### config.mk
export PLATFORM = sky130hd
export DESIGN_NAME = rgb_fade_converter
export DESIGN_NICKNAME = d
export VERILOG_FILES = /design/src/rtl/rgb_pkg.sv /design/src/rtl/rgb_channel_ramp.sv /design/src/rtl/rgb_fade_converter.sv
export SDC_FILE = /design/constraint.sdc
export NUM_CORES = 1
export LEC_CHECK = 0
export ABC_CLOCK_PERIOD_IN_PS = 14200
export CORE_MARGIN = 4
export CORE_UTILIZATION = 55
export DETAILED_ROUTE_END_ITERATION = 12
export PLACE_DENSITY = 0.85
export SYNTH_ARGS = -nofsm -noshare
export SYNTH_HDL_FRONTEND = slang
export SYNTH_SLANG_ARGS = --single-unit
### constraint.sdc
create_clock -name clk -period 14.2 [get_ports clk]
set_input_delay 2.84 -clock clk [delete_from_list [all_inputs] [get_ports clk]]
set_output_delay 2.84 -clock clk [all_outputs]
set_load 0.02 [all_outputs]
### src/rtl/rgb_pkg.sv
// Shared types and palette helpers for the RGB fade converter.
package rgb_pkg;

   typedef enum logic {
      IDLE = 1'b0,
      FADE = 1'b1
   } fade_state_t;

   localparam logic [2:0] BLACK   = 3'd0;
   localparam logic [2:0] BLUE    = 3'd1;
   localparam logic [2:0] GREEN   = 3'd2;
   localparam logic [2:0] CYAN    = 3'd3;
   localparam logic [2:0] RED     = 3'd4;
   localparam logic [2:0] MAGENTA = 3'd5;
   localparam logic [2:0] YELLOW  = 3'd6;
   localparam logic [2:0] WHITE   = 3'd7;

   localparam int MAX_CH_W = 16;

   // Channels are packed contiguously at a stride of ch_w, B in the low field;
   // the caller truncates the result to 3*ch_w bits.
   function automatic logic [3*MAX_CH_W-1:0] colour_to_target(input logic [2:0] colour,
                                                               input int ch_w);
      logic [3*MAX_CH_W-1:0] fs;
      logic [3*MAX_CH_W-1:0] tgt;
      fs  = (3*MAX_CH_W)'((64'd1 << ch_w) - 64'd1);
      tgt = '0;
      for (int i = 0; i < 3; i++) begin
         if (colour[i]) tgt = tgt | (fs << (i * ch_w));
      end
      return tgt;
   endfunction

endpackage

### src/rtl/rgb_channel_ramp.sv
// One colour channel: holds its target and steps toward it on each tick.
module rgb_channel_ramp
   import rgb_pkg::*;
#(
   parameter int CH_W = 8,
   parameter int STEP = 16
) (
   input  logic            clk,
   input  logic            rst,
   input  logic            tick,
   input  logic            load_val,
   input  logic [CH_W-1:0] tgt,
   output logic [CH_W-1:0] ch,
   output logic            at_tgt
);

   localparam logic signed [CH_W:0] STEP_S = (CH_W+1)'(STEP);

   logic [CH_W-1:0] tgt_q;
   logic [CH_W-1:0] ch_next;

   // Move by the clamped distance; the one-bit-wider signed difference keeps
   // the step from ever crossing the target.
   function automatic logic [CH_W-1:0] ramp_step(input logic [CH_W-1:0] cur,
                                                 input logic [CH_W-1:0] dst);
      logic signed [CH_W:0] diff;
      logic signed [CH_W:0] mag;
      diff = $signed({1'b0, dst}) - $signed({1'b0, cur});
      mag  = diff[CH_W] ? -diff : diff;
      if (mag > STEP_S) mag = STEP_S;
      if (diff[CH_W]) return cur - mag[CH_W-1:0];
      return cur + mag[CH_W-1:0];
   endfunction

   assign ch_next = ramp_step(ch, tgt_q);
   // Looks one tick ahead so completion coincides with the final step.
   assign at_tgt  = (ch_next == tgt_q);

   always_ff @(posedge clk) begin
      if (rst) begin
         ch    <= '0;
         tgt_q <= '0;
      end else begin
         if (tick)     ch    <= ch_next;
         if (load_val) tgt_q <= tgt;
      end
   end

endmodule

### src/rtl/rgb_fade_converter.sv
// Colour index to RGB converter with a linear, prescaled fade between colours.
module rgb_fade_converter
   import rgb_pkg::*;
#(
   parameter int CH_W = 8,
   parameter int STEP = 16,
   parameter int DIV  = 4
) (
   input  logic              clk,
   input  logic              rst,
   input  logic              enable,
   input  logic              load,
   input  logic [2:0]        colour,
   output logic [3*CH_W-1:0] rgb,
   output logic              busy,
   output logic              done
);

   localparam int            PW   = (DIV > 1) ? $clog2(DIV) : 1;
   localparam logic [PW-1:0] LAST = PW'(DIV - 1);

   fade_state_t       state, state_n;
   logic [PW-1:0]     presc, presc_n;
   logic              done_n;
   logic              load_go;
   logic              tick;
   logic              same;
   logic [3*CH_W-1:0] tgt_new;
   logic [2:0]        at_tgt;

   assign tgt_new = (3*CH_W)'(colour_to_target(colour, CH_W));
   assign load_go = load & enable;
   assign tick    = enable && (state == FADE) && (presc == LAST);
   assign same    = (tgt_new == rgb);
   assign busy    = (state == FADE);

   for (genvar i = 0; i < 3; i++) begin : g_ch
      rgb_channel_ramp #(
         .CH_W (CH_W),
         .STEP (STEP)
      ) u_ramp (
         .clk      (clk),
         .rst      (rst),
         .tick     (tick),
         .load_val (load_go),
         .tgt      (tgt_new[i*CH_W +: CH_W]),
         .ch       (rgb[i*CH_W +: CH_W]),
         .at_tgt   (at_tgt[i])
      );
   end

   // A load always wins over a same-edge completion; the ramp itself still
   // takes that edge's tick toward the old target.
   always_comb begin
      state_n = state;
      presc_n = presc;
      done_n  = 1'b0;
      if (enable) begin
         if (load) begin
            presc_n = '0;
            if (state == IDLE && same) begin
               done_n = 1'b1;
            end else begin
               state_n = FADE;
            end
         end else if (state == FADE) begin
            if (presc == LAST) begin
               presc_n = '0;
               if (&at_tgt) begin
                  state_n = IDLE;
                  done_n  = 1'b1;
               end
            end else begin
               presc_n = presc + 1'b1;
            end
         end
      end
   end

   always_ff @(posedge clk) begin
      if (rst) begin
         state <= IDLE;
         presc <= '0;
         done  <= 1'b0;
      end else begin
         state <= state_n;
         presc <= presc_n;
         done  <= done_n;
      end
   end

endmodule

[Word-level counts from Yosys, hierarchy flattened]
Index checks and enable logic that the tools add are counted.
Cells by class
  add/subtract/negate cells: 13
  $lt $le $gt $ge: 3
  eq/ne operators: 6
  mux-type cells: 31
  bitwise operators: 3
  reduce and logical (&&, ||, !) cells: 8
Operators with widths (count)
  two-way mux 8 bit: 10
  greater-than comparator 9 x 6 -> 1 bit (second input constant): 3
  two-way mux 9 bit: 3
  negator 9 bit: 3
  subtractor 8 x 8 -> 9 bit: 3
  adder 8 bit: 3
  == test 24 bit: 1
  == test 8 bit: 3
  two-way mux 24 bit: 1
  subtractor 8 bit: 3
  two-way mux 16 bit: 1
  two-way mux 1 bit: 13
  two-way mux 2 bit: 3
  AND reduction 2 bit: 2
  logical AND 1 bit: 3
  AND reduction 3 bit: 1
  adder 2 x 1 -> 2 bit (second input constant): 1
  == test 2 bit (second input constant): 1
  inequality test 2 bit (second input constant): 1
  inverter 1 bit: 2
  nonzero test 2 bit: 1
  OR reduction 2 bit: 1
  bitwise AND 1 bit: 1
Word-level totals
  register bits after elaboration: 52
  bits of input ports: 7
  output and inout port bits: 26
  word-level logic and storage cells: 73

[Depth between registers and ports, before layout]
Gate-level depths: netlist (run 1).
  depth in word-level cells: 14
  gate-level depth with buffers: 31
  gate-level depth less buffers: 31

[Hierarchy]
From an unflattened synthesis (run 1), not the netlist that was laid out.
Second synthesis, totals
  cell total of the unflattened synthesis: 767
  area total of the unflattened synthesis: 6137.1 um^2
Modules (own cells, without submodules)
  rgb_channel_ramp at g_ch[0].u_ramp ...: instances 2, cells each 232, area each 1874.3 um^2, seq. area each 320.3 um^2
  rgb_channel_ramp at g_ch[1].u_ramp: instances 1, cells each 255, area each 2038.2 um^2, seq. area each 320.3 um^2
  rgb_fade_converter: instances 1, cells each 48, area each 350.3 um^2, seq. area each 80.1 um^2

[Worst setup path after synthesis (run 1)]
OpenSTA, ideal clock, no wires.
  kind: register to register
  start point: register g_ch[2].u_ramp.ch[0]
  end point: register state (netlist: busy)
  setup time: 115 ps
  arrival: 6023 ps
  required time: 14085 ps
  setup slack: 8062 ps
  cell stages (with the launch flop): 29
  buffers on the path: 0
  clock period less this slack: 6138 ps
  cell sequence: dfxtp_1 ha_1 inv_1 fa_1 a21o_1 a21oi_4 xnor2_1 or4_1 a2111o_1 o21ai_0 or3b_1 nand2b_1 nand2b_1 ha_1 a22o_1 inv_1 ha_1 nor2b_1 o21ai_0 a21oi_1 o41ai_1 xnor2_1 or4_1 a21oi_1 a31oi_1 o31ai_1 mux2i_1 a31oi_1 o21ba_1
Between the ends
  word-level cells in the longest chain between the ends: 14
  elaborated cells on any way between the ends: 20
  classes of those cells: add/sub (4); order compare (1); eq/ne (3); mux (9); reduce/logical (3)
Ends and longest elaborated chain
  from (decl): RTL line rgb_channel_ramp.sv:13  | output logic [CH_W-1:0] ch,
  from (signal assigned): RTL line rgb_channel_ramp.sv:44  | if (tick) ch <= ch_next;
  subtractor 8 x 8 -> 9 bit: RTL line rgb_channel_ramp.sv:28  | diff = $signed({1'b0, dst}) - $signed({1'b0, cur});
  negator 9 bit: RTL line rgb_channel_ramp.sv:29  | mag = diff[CH_W] ? -diff : diff;
  two-way mux 9 bit: RTL line rgb_channel_ramp.sv:29
  greater-than comparator 9 x 6 -> 1 bit: RTL line rgb_channel_ramp.sv:30  | if (mag > STEP_S) mag = STEP_S;
  two-way mux 8 bit: RTL line rgb_channel_ramp.sv:30
  subtractor 8 bit: RTL line rgb_channel_ramp.sv:31  | if (diff[CH_W]) return cur - mag[CH_W-1:0];
  two-way mux 8 bit: RTL line rgb_channel_ramp.sv:31
  two-way mux 8 bit: RTL line rgb_channel_ramp.sv:32  | return cur + mag[CH_W-1:0];
  == test 8 bit: RTL line rgb_channel_ramp.sv:37  | assign at_tgt = (ch_next == tgt_q);
  AND reduction 3 bit: RTL line rgb_fade_converter.sv:69  | if (&at_tgt) begin
  two-way mux 1 bit: RTL line rgb_fade_converter.sv:69
  two-way mux 1 bit: RTL line rgb_fade_converter.sv:67  | if (presc == LAST) begin
  two-way mux 1 bit: RTL line rgb_fade_converter.sv:66  | end else if (state == FADE) begin
  two-way mux 1 bit: RTL line rgb_fade_converter.sv:59  | if (load) begin
  to (signal assigned): RTL line rgb_fade_converter.sv:86  | state <= state_n;
  to (decl): RTL line rgb_fade_converter.sv:22  | fade_state_t state, state_n;
Several ways; a longest one is shown, not always the timed one. The select of a mux whose other input is x is not followed.
A chain may end at the register's enable or synchronous reset.

[Worst setup path in the final report (run 1)]
  start point: register g_ch[0].u_ramp.tgt_q[6]
  end point: register done
Between the ends
  word-level cells in the longest chain between the ends: 14
  elaborated cells on any way between the ends: 16
  classes of those cells: add/sub (4); order compare (1); eq/ne (1); mux (9); reduce/logical (1)
Ends and longest elaborated chain
  from (decl): RTL line rgb_channel_ramp.sv:19  | logic [CH_W-1:0] tgt_q;
  from (signal assigned): RTL line rgb_channel_ramp.sv:45  | if (load_val) tgt_q <= tgt;
  subtractor 8 x 8 -> 9 bit: RTL line rgb_channel_ramp.sv:28
  negator 9 bit: RTL line rgb_channel_ramp.sv:29
  two-way mux 9 bit: RTL line rgb_channel_ramp.sv:29
  greater-than comparator 9 x 6 -> 1 bit: RTL line rgb_channel_ramp.sv:30
  two-way mux 8 bit: RTL line rgb_channel_ramp.sv:30
  subtractor 8 bit: RTL line rgb_channel_ramp.sv:31
  two-way mux 8 bit: RTL line rgb_channel_ramp.sv:31
  two-way mux 8 bit: RTL line rgb_channel_ramp.sv:32
  == test 8 bit *: RTL line rgb_channel_ramp.sv:37
  AND reduction 3 bit *: RTL line rgb_fade_converter.sv:69
  two-way mux 1 bit *: RTL line rgb_fade_converter.sv:69
  two-way mux 1 bit *: RTL line rgb_fade_converter.sv:67
  two-way mux 1 bit *: RTL line rgb_fade_converter.sv:66
  two-way mux 1 bit *: RTL line rgb_fade_converter.sv:59
  to (signal assigned): RTL line rgb_fade_converter.sv:88  | done <= done_n;
  to (decl): RTL line rgb_fade_converter.sv:16  | output logic done
Every way passes the cells marked *; elsewhere a longest branch is shown, timed or not. The select of a mux whose other input is x is not followed.

==> impl_results.rst, run 1 <==
.. list-table::
   :header-rows: 1

   * - Metric
     - Value
   * - Result of the run
     - completed
   * - Maximum number of pins on one net before global-route repair
     - 32
   * - Final worst path period share
     - 51.9%
   * - Final-layout fill cell count
     - 756
   * - Post-detailed-placement cell area
     - 5010 um^2
   * - Post-route ant nets
     - 0
   * - Arrival time at the worst endpoint
     - 7.57 ns
   * - CTS Buf Count
     - 5
   * - Leakage
     - 1.94 nW
   * - Maximum achievable frequency
     - 136 MHz
   * - Number of inserted diodes
     - 0
   * - Count of max-cap constraint violations
     - 0
   * - Final core occ
     - 62.1%
   * - Post-Route WL
     - 12700 um
   * - HP Class
     - reg2reg
   * - Most prevalent standard cell on the critical path
     - sky130_fd_sc_hd__ha_1
   * - Via Count
     - 4958
   * - Count of synthesis-stage warnings from yosys
     - 0
   * - Setup repair bufs after CTS
     - 0
   * - Number of global-route vias before repair
     - 4639
   * - Post-layout nets
     - 731
   * - Met2 routing resource usage after global routing
     - 44.1%
   * - Row cnt
     - 33
   * - Worst supply voltage drop on vdd
     - 32.0 uV
   * - H-tree levels
     - 2
   * - Critical Path End Type
     - register
   * - Required time of the critical path
     - 14.40 ns
   * - Mapped cell area
     - 4630 um^2
   * - Initial antenna violation count
     - 0
   * - Number of endpoints failing setup at the final stage
     - 0
   * - Worst Clk Skew
     - 0.00533 ns
   * - Count of mapped cells out of synthesis
     - 644
   * - Count of instances resized after the clock tree is built
     - 0
   * - Count of input and output buffers
     - 32
   * - Slew Viols, Final
     - 0
   * - Hold buffer count at CTS
     - 0
   * - Number of flops mapped to enable cells by yosys
     - 0
   * - Number of storage elements in the synthesis netlist
     - 31
   * - Area of the die
     - 9940 um^2
   * - Worst hold-check slack
     - 0.512 ns
   * - Final hold violation count
     - 0
   * - Actual slew at the worst max-slew pin
     - 1.20 ns
   * - Clock buffer depth
     - 2
   * - Met1 layer usage reported by global route
     - 32.3%
   * - Chip Width
     - 99.7 um
   * - DRC viols
     - 0
   * - Average size of a mapped cell
     - 7.18 um^2
   * - Post-Synthesis Net Count
     - 709
   * - Slowest stage delay, CP
     - 0.47 ns
   * - WP buf/inv
     - 2
   * - Final RePlAce weighted congestion
     - 0.976
   * - DRT Pass-1 Iters
     - 6
   * - TritonCTS clock tree
     - built
   * - Total area of multi-input combinational cells
     - 3750 um^2
   * - Crit path max fanout
     - 12
   * - Classification of the worst setup path
     - reg2reg
   * - Floorplan Core Area
     - 8220 um^2
   * - Buffer type at the clock tree root
     - sky130_fd_sc_hd__clkbuf_8
   * - Per-cell via count in the routed design
     - 6.43
   * - Most used routing layer in global routing
     - met2
   * - Top-level I/O count
     - 33
   * - Die Height
     - 99.7 um
   * - Minimum period implied by the final worst setup slack
     - 7.37 ns
   * - Initial Utilization
     - 56.3%
   * - Category of cells accounting for the largest share of critical-path delay
     - compound AO/OA/AOI/OAI gates
   * - Relative slew slack
     - 19.6%
   * - Total overflow reported by the global router
     - 0
   * - GRT met3 Usage
     - 3.02%
   * - Worst-skew pair later-pin latency
     - 0.29 ns
   * - Setup crit start kind
     - register
   * - Top flip-flop cell by instance count after synthesis
     - sky130_fd_sc_hd__dfxtp_1
   * - Power density over cell area
     - 77.3 nW/um^2
   * - Average routed wire per standard cell
     - 16.4 um
   * - Unrepaired setup endpoints after global routing
     - false
   * - Final instance area
     - 5100 um^2
   * - Share of synthesized area occupied by flip-flops and latches
     - 13.4%
   * - Clock transition at the register clock pins on the worst setup and hold paths after CTS
     - 0.06 ns
   * - Fraction of layout cells with a size suffix above 1
     - 3.00%
   * - Share of synthesized registers carrying an async set or reset
     - 0%
   * - Setup tns final
     - 0 ns
   * - Total half-perimeter wirelength after legalization and detailed placement
     - 10000 um
   * - Area of all sequential standard cells
     - 621 um^2
   * - Number of different library cells in the post-synthesis netlist
     - 72
   * - Combined global-route utilization of all metal layers
     - 25.4%
   * - Drt initial violations
     - 291
   * - Sink Count
     - 31
   * - First-pass GRT wire length
     - 21200 um
   * - Library cell contributing the largest single delay on the critical path
     - sky130_fd_sc_hd__or4b_1
   * - Signed area change from the synthesized netlist to the final layout
     - 10.2%
-- Yosys cell counts, types with 4 or more instances --
library cell / n / area (um^2)
sky130_fd_sc_hd__nor2_1: 67 / 251
sky130_fd_sc_hd__nand2_1: 60 / 225
sky130_fd_sc_hd__ha_1: 52 / 651
sky130_fd_sc_hd__inv_1: 50 / 188
sky130_fd_sc_hd__a21oi_1: 44 / 220
sky130_fd_sc_hd__dfxtp_1: 31 / 621
sky130_fd_sc_hd__o21ai_0: 30 / 150
sky130_fd_sc_hd__xnor2_1: 28 / 245
sky130_fd_sc_hd__nand3_1: 18 / 90.1
sky130_fd_sc_hd__nor3_1: 18 / 90.1
sky130_fd_sc_hd__xor2_1: 16 / 140
sky130_fd_sc_hd__a21o_1: 15 / 113
sky130_fd_sc_hd__clkbuf_1: 13 / 48.8
sky130_fd_sc_hd__a211oi_1: 12 / 90.1
sky130_fd_sc_hd__nand4_1: 12 / 75.1
sky130_fd_sc_hd__nor2b_1: 12 / 75.1
sky130_fd_sc_hd__nor4_1: 11 / 68.8
sky130_fd_sc_hd__nand2b_1: 10 / 62.6
sky130_fd_sc_hd__a31oi_1: 9 / 56.3
sky130_fd_sc_hd__o211ai_1: 7 / 52.6
sky130_fd_sc_hd__fa_1: 6 / 120
sky130_fd_sc_hd__mux2i_1: 6 / 60.1
sky130_fd_sc_hd__o22ai_1: 6 / 37.5
sky130_fd_sc_hd__o31ai_1: 6 / 45.0
sky130_fd_sc_hd__or2_2: 6 / 37.5
sky130_fd_sc_hd__and2_1: 5 / 31.3
sky130_fd_sc_hd__o21a_1: 5 / 37.5
sky130_fd_sc_hd__o21ai_1: 5 / 25.0
sky130_fd_sc_hd__a22o_1: 4 / 35.0
sky130_fd_sc_hd__and3_1: 4 / 25.0
sky130_fd_sc_hd__nor3b_1: 4 / 30.0
sky130_fd_sc_hd__or3_1: 4 / 25.0
sky130_fd_sc_hd__or4_1: 4 / 30.0
-- registers in the layout, indices dropped and copies added, names as in the netlist --
register and count:
presc 2, g_ch.u_ramp.tgt_q 3, busy 1, done 1, g_ch.u_ramp.ch 24
-- final timing paths --
kind                                start        to  slack, ns  cells past startpoint
setup / recovery  g_ch[0].u_ramp.tgt_q[6]      done       6.83                     29
hold / removal                   presc[1]  presc[1]       0.51                      2
setup reg to reg  g_ch[0].u_ramp.tgt_q[6]      done       6.83                     29
hold reg to reg                  presc[1]  presc[1]       0.51                      2
-- layout make-up --
class / instances / share of cell area (%)
Clock buffer: 6 / 1.62
Clock inverter: 1 / 0.0982
Inverter: 50 / 3.68
Multi-Input combinational cell: 546 / 73.6
Sequential cell: 31 / 12.2
Tap cell: 105 / 2.58
Timing Repair Buffer: 32 / 6.28
-- power breakdown --
group          internal [mW]  switching [mW]  total, mW
logic                 0.0933           0.140      0.234
clock network         0.0380          0.0327     0.0706
registers             0.0877         0.00199     0.0897
total                  0.219           0.175      0.394
-- per-layer routing --
layer  wire [um]  part of all wire, %  vias to the layer above
li1            -                    -                     2412
met4         350                  2.8                        0
met1        5570                   44                     2350
met3         631                  5.0                       33
met2        6100                   48                      163
met5           0                    0                        -
-- placed cells by master (no fill, tap or decap), types with 5 or more instances in the layout --
cell type and count:
sky130_fd_sc_hd__a211oi_1 12, sky130_fd_sc_hd__a21o_1 15, sky130_fd_sc_hd__a21oi_1 44, sky130_fd_sc_hd__a31oi_1 9
sky130_fd_sc_hd__and2_1 5, sky130_fd_sc_hd__clkbuf_8 6, sky130_fd_sc_hd__clkdlybuf4s50_1 32, sky130_fd_sc_hd__dfxtp_1 31
sky130_fd_sc_hd__fa_1 6, sky130_fd_sc_hd__ha_1 52, sky130_fd_sc_hd__inv_1 50, sky130_fd_sc_hd__mux2i_1 6
sky130_fd_sc_hd__nand2_1 60, sky130_fd_sc_hd__nand2b_1 10, sky130_fd_sc_hd__nand3_1 18, sky130_fd_sc_hd__nand4_1 12
sky130_fd_sc_hd__nor2_1 67, sky130_fd_sc_hd__nor2b_1 12, sky130_fd_sc_hd__nor3_1 18, sky130_fd_sc_hd__nor4_1 11
sky130_fd_sc_hd__o211ai_1 7, sky130_fd_sc_hd__o21a_1 5, sky130_fd_sc_hd__o21ai_0 30, sky130_fd_sc_hd__o21ai_1 5
sky130_fd_sc_hd__o22ai_1 6, sky130_fd_sc_hd__o31ai_1 6, sky130_fd_sc_hd__or2_2 6, sky130_fd_sc_hd__xnor2_1 28
sky130_fd_sc_hd__xor2_1 16
-- through the flow --
stage | cells | total power, mW | setup slack [ns]
final | 771 | 0.394 | 6.83
after CTS | 771 | 0.391 | 6.88
after floorplan | 644 | 0.274 | 8.06
after detailed placement | 764 | 0.320 | 6.88
after global placement | 764 | 0.314 | 7.21
after global routing | 771 | 0.425 | 6.24
-- worst reg2reg max path, delay by kind of cell, from the launching register on --
family	cells	cell delay [ns]
AO/OA/AOI/OAI	12	2.55
XOR/XNOR	2	0.44
adder cells (fa/ha/maj)	4	1.15
buffers and inverters	2	0.23
flip-flops	1	0.46
multiplexers	1	0.31
AND/OR/NAND/NOR	8	2.12
-- kinds of logic (layout without fill, tap and decap cells) --
group | count (synthesis) | in the layout | share of synthesized area (%)
AND/OR/NAND/NOR | 252 | 252 | 27.5
multiplexers | 7 | 7 | 1.54
AO/OA/AOI/OAI | 185 | 185 | 27.1
adder cells (fa/ha/maj) | 58 | 58 | 16.7
flip-flops | 31 | 31 | 13.4
XOR/XNOR | 44 | 44 | 8.33
buffers and inverters | 67 | 89 | 5.49
(Power assumes the default switching activity.)
==> inputs of run 2 (changes only) <==
--- a/config.mk
+++ b/config.mk
@@ -5,7 +5,7 @@
 export SDC_FILE = /design/constraint.sdc
 export NUM_CORES = 1
 export LEC_CHECK = 0
-export ABC_CLOCK_PERIOD_IN_PS = 14200
+export ABC_CLOCK_PERIOD_IN_PS = 6800
 export CORE_MARGIN = 4
 export CORE_UTILIZATION = 55
 export DETAILED_ROUTE_END_ITERATION = 12
==> constraint.sdc (replaced) <==
create_clock -name clk -period 6.8 [get_ports clk]
set_input_delay 1.36 -clock clk [delete_from_list [all_inputs] [get_ports clk]]
set_output_delay 1.36 -clock clk [all_outputs]
set_load 0.02 [all_outputs]
==> run 2 against run 1 <==
Compared with the run above: fmax up 10%; final area increased by 5.6%; register-to-register slack got worse by 6.7 ns; critical endpoint is now busy; largest power group unchanged.
==> impl_results.rst, run 2 (synthesis results as in run 1) <==
.. list-table::
   :header-rows: 1

   * - Metric
     - Value
   * - Result of the run
     - completed (unchanged)
   * - Most common library cell in the layout ignoring fill and taps
     - sky130_fd_sc_hd__nor2_1 (unchanged)
   * - Worst supply voltage drop on vdd
     - 89.9 uV (was 32.0 uV)
   * - Row cnt
     - 33 (unchanged)
   * - Final instance area
     - 5380 um^2 (was 5100 um^2)
   * - Final hold violation count
     - 0 (unchanged)
   * - Register with the highest flop count
     - g_ch.u_ramp.ch (unchanged)
   * - Drt initial violations
     - 610 (was 291)
   * - Final-layout fill cell count
     - 696 (was 756)
   * - Slew Viols, Final
     - 0 (unchanged)
   * - Post-route ant nets
     - 0 (unchanged)
   * - Number of endpoints failing setup at the final stage
     - 0 (unchanged)
   * - DRC viols
     - 0 (unchanged)
   * - Slowest stage delay, CP
     - 0.55 ns (was 0.47 ns)
   * - Setup crit start kind
     - register (unchanged)
   * - Worst Clk Skew
     - 0.00615 ns (was 0.00533 ns)
   * - Final RePlAce weighted congestion
     - 1.01 (was 0.976)
   * - DRT Pass-1 Iters
     - 6 (unchanged)
   * - Signed area change from the synthesized netlist to the final layout
     - 16.4% (was 10.2%)
   * - Arrival time at the worst endpoint
     - 6.87 ns (was 7.57 ns)
   * - CTS Buf Count
     - 5 (unchanged)
   * - Required time of the critical path
     - 6.99 ns (was 14.40 ns)
   * - Power density over cell area
     - 170 nW/um^2 (was 77.3 nW/um^2)
   * - TritonCTS clock tree
     - built (unchanged)
   * - Buffer type at the clock tree root
     - sky130_fd_sc_hd__clkbuf_8 (unchanged)
   * - Floorplan Core Area
     - 8220 um^2 (unchanged)
   * - Crit path max fanout
     - 6 (was 12)
   * - Clock buffer depth
     - 2 (unchanged)
   * - Total overflow reported by the global router
     - 0 (unchanged)
   * - Hold buffer count at CTS
     - 0 (unchanged)
   * - Fraction of layout cells with a size suffix above 1
     - 9.81% (was 3.00%)
   * - Classification of the worst setup path
     - reg2reg (unchanged)
   * - Number of inserted diodes
     - 0 (unchanged)
   * - Initial antenna violation count
     - 0 (unchanged)
   * - Number of global-route vias before repair
     - 4606 (was 4639)
   * - Final critical-path setup slack
     - 0.121 ns (was 6.83 ns)
   * - Area of the die
     - 9940 um^2 (unchanged)
   * - Placed Cells incl. Taps
     - 774 (was 764)
   * - Post-detailed-placement cell area
     - 5090 um^2 (was 5010 um^2)
   * - Initial Utilization
     - 56.3% (unchanged)
   * - First-pass GRT wire length
     - 22000 um (was 21200 um)
   * - Count of input and output buffers
     - 32 (unchanged)
   * - Per-cell via count in the routed design
     - 6.52 (was 6.43)
   * - Minimum period implied by the final worst setup slack
     - 6.68 ns (was 7.37 ns)
   * - Largest registers ranked by flip-flop count
     - g_ch.u_ramp.ch: 24 flops, g_ch.u_ramp.tgt_q: 3 flops, presc: 2 flops (unchanged)
   * - Die Height
     - 99.7 um (unchanged)
   * - Maximum achievable frequency
     - 150 MHz (was 136 MHz)
   * - Setup slack at placement
     - -0.171 ns (was 6.88 ns)
   * - H-tree levels
     - 2 (unchanged)
   * - Category of cells accounting for the largest share of critical-path delay
     - compound AO/OA/AOI/OAI gates (unchanged)
   * - Top-level I/O count
     - 33 (unchanged)
   * - Leakage
     - 2.07 nW (was 1.94 nW)
   * - Final Power
     - 0.917 mW (was 0.394 mW)
   * - Total half-perimeter wirelength after legalization and detailed placement
     - 10200 um (was 10000 um)
   * - Average routed wire per standard cell
     - 17.5 um (was 16.4 um)
   * - Via Count
     - 5140 (was 4958)
   * - Maximum number of pins on one net before global-route repair
     - 32 (unchanged)
   * - Clock transition at the register clock pins on the worst setup and hold paths after CTS
     - 0.07 ns (was 0.06 ns)
   * - Critical Path End Type
     - register (unchanged)
   * - Final worst path period share
     - 98.2% (was 51.9%)
   * - Most frequent cells in the layout
     - 65 x sky130_fd_sc_hd__nor2_1, 60 x sky130_fd_sc_hd__nand2_1, 49 x sky130_fd_sc_hd__inv_1, 49 x sky130_fd_sc_hd__ha_1, 42 x sky130_fd_sc_hd__a21oi_1 (was 67 x sky130_fd_sc_hd__nor2_1, 60 x sky130_fd_sc_hd__nand2_1, 52 x sky130_fd_sc_hd__ha_1)
   * - Chip Width
     - 99.7 um (unchanged)
   * - Final core occ
     - 65.5% (was 62.1%)
   * - Relative slew slack
     - 18.1% (was 19.6%)
   * - Count of non-filler cells in the finished layout
     - 788 (was 771)
   * - Most prevalent standard cell on the critical path
     - sky130_fd_sc_hd__a21oi_1 (was sky130_fd_sc_hd__ha_1)
   * - Worst-skew pair later-pin latency
     - 0.30 ns (was 0.29 ns)
   * - Post-layout nets
     - 747 (was 731)
   * - WP buf/inv
     - 2 (unchanged)
   * - Library cell contributing the largest single delay on the critical path
     - sky130_fd_sc_hd__or4_1 (was sky130_fd_sc_hd__or4b_1)
   * - HP Class
     - reg2reg (unchanged)
   * - Sink Count
     - 31 (unchanged)
   * - Actual slew at the worst max-slew pin
     - 1.22 ns (was 1.20 ns)
   * - Post-Route WL
     - 13800 um (was 12700 um)
   * - Count of max-cap constraint violations
     - 0 (unchanged)
   * - Number of flip-flops in the largest register
     - 24 (unchanged)
   * - Combined global-route utilization of all metal layers
     - 26.8% (was 25.4%)
-- run 2: changes by cell type in the layout (fill, tap and decap cells not counted), sizes merged --
| cell | delta |
|---|---|
| buf | +16 |
| bufinv | +1 |
-- run 2: metal layers --
metal / share of wire (%) / vias to the layer above / track usage, %
met4: 4.4 / 0 / 10.8
met3: 5.9 / 58 / 3.65
met1: 42 / 2413 / 34.1
met5: 0 / - / 0
li1: - / 2452 / -
met2: 48 / 217 / 45.4
-- run 2: worst paths after layout --
kind,startpoint,to,slack (ns),cells past startpoint
max reg2reg,g_ch[2].u_ramp.tgt_q[6],busy,0.12,29
min reg2reg,g_ch[0].u_ramp.ch[5],g_ch[0].u_ramp.ch[5],0.52,2
min,g_ch[0].u_ramp.ch[5],g_ch[0].u_ramp.ch[5],0.52,2
max,g_ch[2].u_ramp.tgt_q[6],busy,0.12,29
-- run 2: per-stage QoR --
step / hold slack, ns / TNS, ns
2_1_floorplan: 0.458 / 0
3_3_place_gp: 0.474 / 0
6_report: 0.520 / 0
4_1_cts: 0.521 / 0
3_5_place_dp: 0.495 / -0.327
5_1_grt: 0.540 / -0.233
-- run 2: worst register-to-register path: cells and delay by family (launching register included) --
kind	cells	cell delay, ns
AO/OA/AOI/OAI	16	3.08
XOR/XNOR	2	0.28
AND/OR/NAND/NOR	4	1.34
flip-flops	1	0.31
buffers and inverters	2	0.15
multiplexers	1	0.31
adder cells (fa/ha/maj)	4	1.10
-- run 2: report_power, final --
part / total [mW] / switching [mW] / internal [mW]
clock network: 0.194 / 0.0756 / 0.118
logic: 0.538 / 0.320 / 0.218
registers: 0.185 / 0.00173 / 0.183
total: 0.917 / 0.398 / 0.520
-- run 2: area by class of cell --
| class | instances | area (um^2) | share of cell area [%] |
|---|---|---|---|
| Multi-Input combinational cell | 546 | 3880 | 72.1 |
| Sequential cell | 31 | 626 | 11.6 |
| Timing Repair Buffer | 48 | 440 | 8.18 |
| Inverter | 50 | 188 | 3.49 |
| Tap cell | 105 | 131 | 2.44 |
| Clock buffer | 6 | 82.6 | 1.53 |
| Clock inverter | 2 | 35.0 | 0.651 |
-- run 2: repair_timing --
action	CTS	global route
setup endpoints to repair	2	3
setup buffers	1	5
pin swaps	2	6
gates resized for setup	3	33
==> inputs of run 3 (changes only) <==
--- a/config.mk
+++ b/config.mk
@@ -8,6 +8,7 @@
 export ABC_CLOCK_PERIOD_IN_PS = 6800
 export CORE_MARGIN = 4
 export CORE_UTILIZATION = 55
+export CTS_CLUSTER_DIAMETER = 150
 export DETAILED_ROUTE_END_ITERATION = 12
 export PLACE_DENSITY = 0.85
 export SYNTH_ARGS = -nofsm -noshare
==> results of run 3 <==
Same layout as run 2: the final DEF is identical, and so are final timing and power.
